[config.mk]
export PLATFORM = sky130hd
export DESIGN_NAME = matrix_alu_sequencer
export DESIGN_NICKNAME = d
export VERILOG_FILES = /design/src/rtl/matrix_alu_pkg.sv /design/src/rtl/rr_arbiter_2.sv /design/src/rtl/matrix_alu_sequencer.sv
export SDC_FILE = /design/constraint.sdc
export NUM_CORES = 2
export LEC_CHECK = 0
export ABC_AREA = 1
export BUFFER_PORTS_ARGS = -buffer_cell sky130_fd_sc_hd__clkbuf_2
export CORE_AREA = 4 4 715 717
export DETAILED_ROUTE_END_ITERATION = 8
export DIE_AREA = 0 0 719 721
export GPL_TIMING_DRIVEN = 0
export PLACE_DENSITY = 0.31
export SYNTH_ARGS = -nofsm -noshare
export SYNTH_HDL_FRONTEND = slang
export SYNTH_HIERARCHICAL = 1
export SYNTH_SLANG_ARGS = --single-unit
[constraint.sdc]
create_clock -name Clk -period 2.2 [get_ports Clk]
set_input_delay 0.22 -clock Clk [delete_from_list [all_inputs] [get_ports Clk]]
set_output_delay 0.22 -clock Clk [all_outputs]
set_load 0.02 [all_outputs]
[src/rtl/matrix_alu_pkg.sv]
// matrix_alu_pkg: shared state encoding, ALU register offsets and opcodes for the matrix ALU sequencer
package matrix_alu_pkg;
    typedef enum logic [2:0] {IDLE, WR_SRC1, WR_SRC2, WR_OP, WAIT, RD_RES, RESP} state_e;
    localparam logic [11:0] SRC1       = 12'h000;
    localparam logic [11:0] SRC2       = 12'h001;
    localparam logic [11:0] RESULT     = 12'h002;
    localparam logic [11:0] STATUS_IN  = 12'h003;
    localparam logic [11:0] STATUS_OUT = 12'h004;
    localparam logic [7:0]  MATRIX_ADD = 8'h01;
endpackage

[src/rtl/rr_arbiter_2.sv]
// rr_arbiter_2: two-way round-robin arbiter; a tie goes to the requester not granted last
module rr_arbiter_2 (
    input  logic       Clk,
    input  logic       nReset,
    input  logic [1:0] req,
    input  logic       advance,
    output logic [1:0] grant
);
    logic prio_q, prio_d;
    always_comb begin
        grant  = (req == 2'b11) ? (prio_q ? 2'b10 : 2'b01) : req;
        prio_d = (advance && |grant) ? grant[0] : prio_q;
    end
    always_ff @(posedge Clk or negedge nReset) begin
        if (!nReset) prio_q <= 1'b0;
        else         prio_q <= prio_d;
    end
endmodule

[src/rtl/matrix_alu_sequencer.sv]
// matrix_alu_sequencer: arbitrates two requesters and runs write-src1/src2/opcode, wait, read-result on the matrix ALU bus
module matrix_alu_sequencer
    import matrix_alu_pkg::*;
#(
    parameter int         WAIT_CYCLES = 2,
    parameter logic [3:0] ALU_BASE    = 4'h2
) (
    input  logic         Clk,
    input  logic         nReset,
    input  logic [1:0]   ReqValid,
    output logic [1:0]   ReqReady,
    input  logic [511:0] ReqOpA,
    input  logic [511:0] ReqOpB,
    input  logic [15:0]  ReqOpcode,
    output logic         RespValid,
    input  logic         RespReady,
    output logic         RespId,
    output logic         RespErr,
    output logic [255:0] RespData,
    output logic [15:0]  address,
    output logic         nWrite,
    output logic         nRead,
    output logic [255:0] ExeDataOut,
    input  logic [255:0] MatrixDataOut
);
    state_e         state_q, state_d;
    logic [3:0]     cnt_q, cnt_d;
    logic [255:0]   opa_q, opb_q, data_q;
    logic [7:0]     opc_q;
    logic           id_q, err_q, run_q;
    logic [1:0]     grant;
    logic           accept, sel;
    logic [7:0]     opc_sel;

    rr_arbiter_2 u_arb (
        .Clk    (Clk),
        .nReset (nReset),
        .req    (ReqValid),
        .advance(accept),
        .grant  (grant)
    );

    // run_q keeps ReqReady low while reset is held, without using nReset as data
    assign ReqReady  = (state_q == IDLE && run_q) ? grant : 2'b00;
    assign accept    = |ReqReady;
    assign sel       = grant[1];
    assign opc_sel   = sel ? ReqOpcode[15:8] : ReqOpcode[7:0];
    assign RespValid = (state_q == RESP);
    assign RespId    = RespValid & id_q;
    assign RespErr   = RespValid & err_q;
    assign RespData  = RespValid ? data_q : '0;

    always_comb begin
        state_d = state_q;
        cnt_d   = cnt_q;
        case (state_q)
            IDLE:    if (accept) state_d = (opc_sel == MATRIX_ADD) ? WR_SRC1 : RESP;
            WR_SRC1: state_d = WR_SRC2;
            WR_SRC2: state_d = WR_OP;
            WR_OP: begin
                state_d = WAIT;
                cnt_d   = 4'(WAIT_CYCLES);
            end
            WAIT: begin
                cnt_d = cnt_q - 4'd1;
                if (cnt_q == 4'd1) state_d = RD_RES;
            end
            RD_RES:  state_d = RESP;
            RESP:    if (RespReady) state_d = IDLE;
            default: state_d = IDLE;
        endcase
    end

    always_comb begin
        address    = 16'h0000;
        nWrite     = 1'b1;
        nRead      = 1'b1;
        ExeDataOut = '0;
        case (state_q)
            WR_SRC1: begin
                address    = {ALU_BASE, SRC1};
                nWrite     = 1'b0;
                ExeDataOut = opa_q;
            end
            WR_SRC2: begin
                address    = {ALU_BASE, SRC2};
                nWrite     = 1'b0;
                ExeDataOut = opb_q;
            end
            WR_OP: begin
                address    = {ALU_BASE, STATUS_IN};
                nWrite     = 1'b0;
                ExeDataOut = {248'b0, opc_q};
            end
            RD_RES: begin
                address = {ALU_BASE, RESULT};
                nRead   = 1'b0;
            end
            default: ;
        endcase
    end

    always_ff @(posedge Clk or negedge nReset) begin
        if (!nReset) begin
            state_q <= IDLE;
            cnt_q   <= 4'd0;
            opa_q   <= '0;
            opb_q   <= '0;
            opc_q   <= 8'h00;
            id_q    <= 1'b0;
            err_q   <= 1'b0;
            data_q  <= '0;
            run_q   <= 1'b0;
        end else begin
            state_q <= state_d;
            cnt_q   <= cnt_d;
            run_q   <= 1'b1;
            if (accept) begin
                opa_q  <= sel ? ReqOpA[511:256] : ReqOpA[255:0];
                opb_q  <= sel ? ReqOpB[511:256] : ReqOpB[255:0];
                opc_q  <= opc_sel;
                id_q   <= sel;
                err_q  <= (opc_sel != MATRIX_ADD);
                data_q <= '0;
            end
            if (state_q == RD_RES) data_q <= MatrixDataOut;
        end
    end
endmodule

### Word-level counts from Yosys, hierarchy flattened

Cells that the tools add are included.

| operators by class | value |
|---|---|
| add/sub/neg operators | 1 |
| eq/ne operators | 13 |
| muxes and demuxes | 19 |
| bitwise gates (word level) | 2 |
| reduce and logical (&&, ||, !) cells | 9 |

Operators by type and width:

| kind | count |
|---|---|
| 256-bit 2-to-1 mux | 5 |
| 256-bit one-hot mux with 3 select lines | 1 |
| 14-bit one-hot mux with 4 select lines | 1 |
| 3-bit one-hot mux with 7 select lines | 1 |
| 3-bit 2-to-1 mux | 4 |
| 3-bit equality test, second input constant | 3 |
| 8-bit by 1-bit equality test with 1-bit output, second input constant | 1 |
| 8-bit 2-to-1 mux | 1 |
| 8-bit by 1-bit != test with 1-bit output, second input constant | 1 |
| 4-bit one-hot mux with 2 select lines | 1 |
| 3-bit by 2-bit equality test with 1-bit output, second input constant | 2 |
| 2-bit 2-to-1 mux | 3 |
| 4-bit by 1-bit equality test with 1-bit output, second input constant | 1 |
| 2-bit by 1-bit != test with 1-bit output, second input constant | 2 |
| 2-bit nonzero test | 2 |
| 2-bit OR reduction | 2 |
| 4-bit by 1-bit subtractor with 4-bit output, second input constant | 1 |
| 3-bit by 1-bit equality test with 1-bit output, second input constant | 1 |
| 3-bit zero test | 1 |
| 3-bit AND reduction | 1 |
| 3-bit OR reduction | 1 |
| 1-bit AND | 2 |
| 2-bit equality test, second input constant | 1 |
| 1-bit logical AND | 2 |
| other kinds (2) | 3 |

| storage, ports and cells | value |
|---|---|
| register bits | 787 |
| input port bits | 1301 |
| output and inout bits | 535 |
| logic and storage cells | 54 |

### Logic depth before layout (Yosys ltp)

| logic depth | value |
|---|---|
| depth after elaboration | 7 |
| depth in mapped cells | 14 |
| depth with buffers taken out | 12 |

### Cells and area by module

Netlist, hierarchy kept.

Modules (own cells, without submodules):

| module | instances | cells an instance | area an instance (sq um) |
|---|---|---|---|
| matrix_alu_sequencer | 1 | 5157 | 38431.9 |
| rr_arbiter_2 | 1 | 8 | 60.1 |

### Worst setup path before layout

OpenSTA, ideal clock, no wires.

| timing | value |
|---|---|
| path type | register to output |
| start | register state_q[2] |
| end | output ExeDataOut[106] |
| arrival time | 1.565 ns |
| path slack | 0.415 ns |
| cell stages (with the launch flop) | 9 |
| cells stage by stage | dfrtp_1 -> inv_2 -> buf_4 -> nand2_1 -> nor2_2 -> buf_2 -> buf_2 -> nand2_1 -> o21ai_0 |

| between the ends | value |
|---|---|
| cells in the longest elaborated chain, start to end | 2 |
| elaborated cells between the ends (all ways) | 4 |
| classes of those cells | eq/ne (3); mux (1) |

Ends and longest elaborated chain:

| what | line | text |
|---|---|---|
| from (decl) | matrix_alu_sequencer.sv:26 | `state_e state_q, state_d;` |
| from (signal assigned) | matrix_alu_sequencer.sv:115 | `state_q <= state_d;` |
| 3-bit by 2-bit equality test with 1-bit output / 3-bit by 1-bit equality test with 1-bit output (equally long branches) | matrix_alu_sequencer.sv:79 | `case (state_q)` |
| 256-bit one-hot mux with 3 select lines * | matrix_alu_sequencer.sv:79 |  |
| to (decl) | matrix_alu_sequencer.sv:23 | `output logic [255:0] ExeDataOut,` |

Mark *: on every way between the ends. The rest lies on a longest branch, timed or not.

### Final worst setup path

| timing | value |
|---|---|
| start | register state_q[0] |
| end | output RespData[133] |

| between the ends | value |
|---|---|
| cells in the longest elaborated chain, start to end | 2 |

Ends and longest elaborated chain:

| what | line | text |
|---|---|---|
| 3-bit equality test | matrix_alu_sequencer.sv:48 | `assign RespValid = (state_q == RESP);` |
| 256-bit 2-to-1 mux | matrix_alu_sequencer.sv:51 | `assign RespData = RespValid ? data_q : '0;` |
| to (decl) | matrix_alu_sequencer.sv:19 | `output logic [255:0] RespData,` |

No other way between the ends.

==> impl_metrics.tcl <==
set metrics [dict create \
    clk_path_buf_depth 4 \
    h-tree-depth 3 \
    numCtsBuffers 119 \
    clock-root-buffer "clkbuf_16" \
    die_h_um 721 \
    startpoint_type "flop" \
    crit_required_ps 1980 \
    crit_top_cell "clkbuf_2" \
    period_needed_ps 3090 \
    fin_area_um2 82200 \
    fin_crit_sh_pct 140 \
    regToRegSetupSlack_ps -710 \
    postSynthCellCount 5165 \
    vias_per_cell 3.29 \
    timing.final.ws_setup_ps -889 \
    cp_data_arrival_time_ps 2870 \
    syn-cell-area_um2 38500 \
    hold_viol 35 \
    crit_path_end "RespData[133]" \
    die_w_um 719 \
    tritoncts "done" \
    grt_pass1_vias 54100 \
    drt-total-wl_mm 447 \
    grt_start_max_net_pins 94 \
    num_rows 261 \
    final_max_slew_viol_count 0 \
    wl_per_cell_um 28.8 \
    leakage_nw 37.1 \
    worst_pin_slew_ps 927 \
    crit_type "reg2out" \
    initialDrtViolationCount 2776 \
    holdWs_ps -86.1 \
    p_total_w 0.0914 \
    overflow 0 \
    violations "hold timing, setup timing" \
    path_clk_slew_ps 50 \
    holdBufCountCts 1356 \
    cp.depth 6 \
    max_freq_mhz 324 \
    antenna_found_initial 196 \
    worst-path-buf-inv 4 \
    slew_headroom_pct 38.1 \
    crit_fanout 10 \
    avgSynthCellArea_um2 7.45 \
    firstDrtPassIters 6 \
    status "finished with violations" \
    hold_path.class "in2async" \
    synth_largest_area_cell "dfrtp_1" \
    rsz0062_at_grt "true" \
    ys_types 28 \
    crit_chain "inv_1, nand2_8, clkbuf_16, clkbuf_2, nor2_1, clkbuf_2" \
    drive_gt1_share_pct 32.5 \
    reg2regPathDepth 8 \
    tns_ps -681380 \
    dpl.hpwl_mm 373 \
    grt_first_pass_wirelength_mm 562 \
    yosysWarnings 6 \
    powerDensity_nw_per_um2 1110 \
    io_pins 1836 \
    cp_slowest_cell "dfrtp_2" \
    cp_slowest_stage_delay_ps 470 \
    ant_nets 0 \
    cts_sinks 787 \
    drc 0 \
    r2r_start "state_q[1]" \
    ir_worst_vdd_v 0.000685 \
    initial_core_util_pct 7.63 \
    path_delay_family "buffers and inverters" \
    dpl-instance-area_um2 56500 \
    netlist.area_leader.share_pct 51.2 \
    synth_top_cells_by_area "dfrtp_1, nand2_1, a31oi_1" \
    routabilityCongestion 0.942 \
    grt_use_total_pct 16.5 \
    crit_path_end_kind "output port" \
    core-area_um2 505000 \
    port_buffers 1822 \
    vias 51200 \
    post-place-ws_ps -2500 \
    rr_endpoint "data_q[76]" \
    syn2layout_area_growth_pct 114 \
    ys_seq_area_share_pct 51.2 \
    synth_seq_cells 787 \
    cap_violations 0 \
    fin_skew_ps 52.1 \
    dieArea_um2 518000 \
    setup_viol 1493 \
    clk_latency_ps 890 \
    startpoint "state_q[0]" \
    nets 9916 \
]
-- report_power, final --
part	switching, W	internal (W)
Sequential	0.00472	0.0207
Clock	0.00854	0.0121
Combinational	0.0291	0.0163
-- synth_stat cells --
cell type,count
a21boi_0,1
a21boi_1,1
a21oi_1,8
a22oi_1,1
a31oi_1,513
buf_1,6
buf_2,189
buf_4,24
clkbuf_1,165
conb_1,2
dfrtp_1,787
ha_1,2
inv_1,537
inv_2,3
mux2i_1,1
nand2_1,1598
nand2_2,1
nand3_1,13
nand4_1,9
nand4_2,1
nor2_1,788
nor2_2,3
nor2_4,1
nor3_1,1
o21ai_0,506
o21ai_1,2
o22ai_1,1
xnor2_1,1
-- stage by stage --
| stage | cells | utilization [%] |
|---|---|---|
| finish | 15500 | 16.3 |
| global route | 15500 | 16.3 |
| CTS | 15400 | 15.6 |
| detailed placement | 13700 | 11.2 |
| global placement | 13700 | 11.1 |
| floorplan | 5177 | - |
-- cell usage in the layout, fill, tap and decap left out, types with 86 or more instances in the layout --
cell and n:
clkbuf_2 1575, nand2_1 1464, dlygate4sd3_1 1349, dfrtp_1 784, nor2_1 679, inv_1 536
a31oi_1 512, o21ai_0 339, clkbuf_16 149, buf_2 147, diode_2 136, clkbuf_1 121
buf_4 109, buf_6 109, nor2_4 105, clkbuf_8 101, o21ai_2 86
-- what timing repair did --
item,in CTS,in global routing
setup endpoints to repair,1303,1583
resized for setup,980,956
gates cloned,11,16
setup buffers,51,48
pin swaps,7,16
hold endpoints to repair,978,80
-- how the worst min path moves through the flow --
stage               slack [ps]               from  depth (start not counted)         end
floorplan                  -80             nReset                          0    cnt_q[0]
CTS                       -140             nReset                          7  opa_q[246]
global placement           430  MatrixDataOut[66]                          3  data_q[66]
detailed placement         190             nReset                          1   opa_q[51]
global route              -110             nReset                          7  opa_q[246]
finish                     -90             nReset                          7  opa_q[246]
-- area by class of cell --
class / count / area, µm²
antenna: 136 / 340
fill: 57800 / 422000
buffer: 380 / 2950
clock inverter: 39 / 543
tap: 6706 / 8390
clock buffer: 176 / 3510
inverter: 540 / 2030
timing repair buffer: 3319 / 27100
sequential: 787 / 19700
multi-input combinational: 3466 / 17600
-- layer usage --
metal	GRT usage [%]	vias up	part of all wire, %
li1	-	23500	-
met1	17.9	25100	37
met2	31.0	1964	52
met3	3.48	636	6.2
met4	6.58	46	5.3
met5	0	-	0.064
-- sequential cells by signal, indices dropped and copies added, names as in the netlist --
| register | cells |
|---|---|
| u_arb/prio_q | 1 |
| err_q | 1 |
| id_q | 1 |
| cnt_q | 4 |
| state_q | 3 |
| opa_q | 256 |
| data_q | 256 |
| run_q | 1 |
| opc_q | 8 |
| opb_q | 256 |
-- worst reg2reg max path: stages (launching register included) --
cell and delay (ps):
dfrtp_2 470, inv_4 100, nand2_1 160, nor2_4 180, buf_12 190, buf_2 600, clkbuf_2 700, nand2_1 330
o21ai_0 140
-- kinds of logic (layout without fill, tap and decap cells) --
| logic type | Yosys count | after routing | synth area share, % |
|---|---|---|---|
| buffers and inverters | 924 | 4454 | 9.86 |
| adder cells (fa/ha/maj) | 2 | 2 | 0.0650 |
| AND/OR/NAND/NOR | 2415 | 2415 | 23.7 |
| multiplexers | 1 | 1 | 0.0260 |
| flip-flops | 787 | 787 | 51.2 |
| AO/OA/AOI/OAI | 1033 | 1033 | 15.1 |
| XOR/XNOR | 1 | 1 | 0.0228 |
| other | 2 | 150 | 0.0195 |
Note: power is estimated with default switching activity, not from simulation.
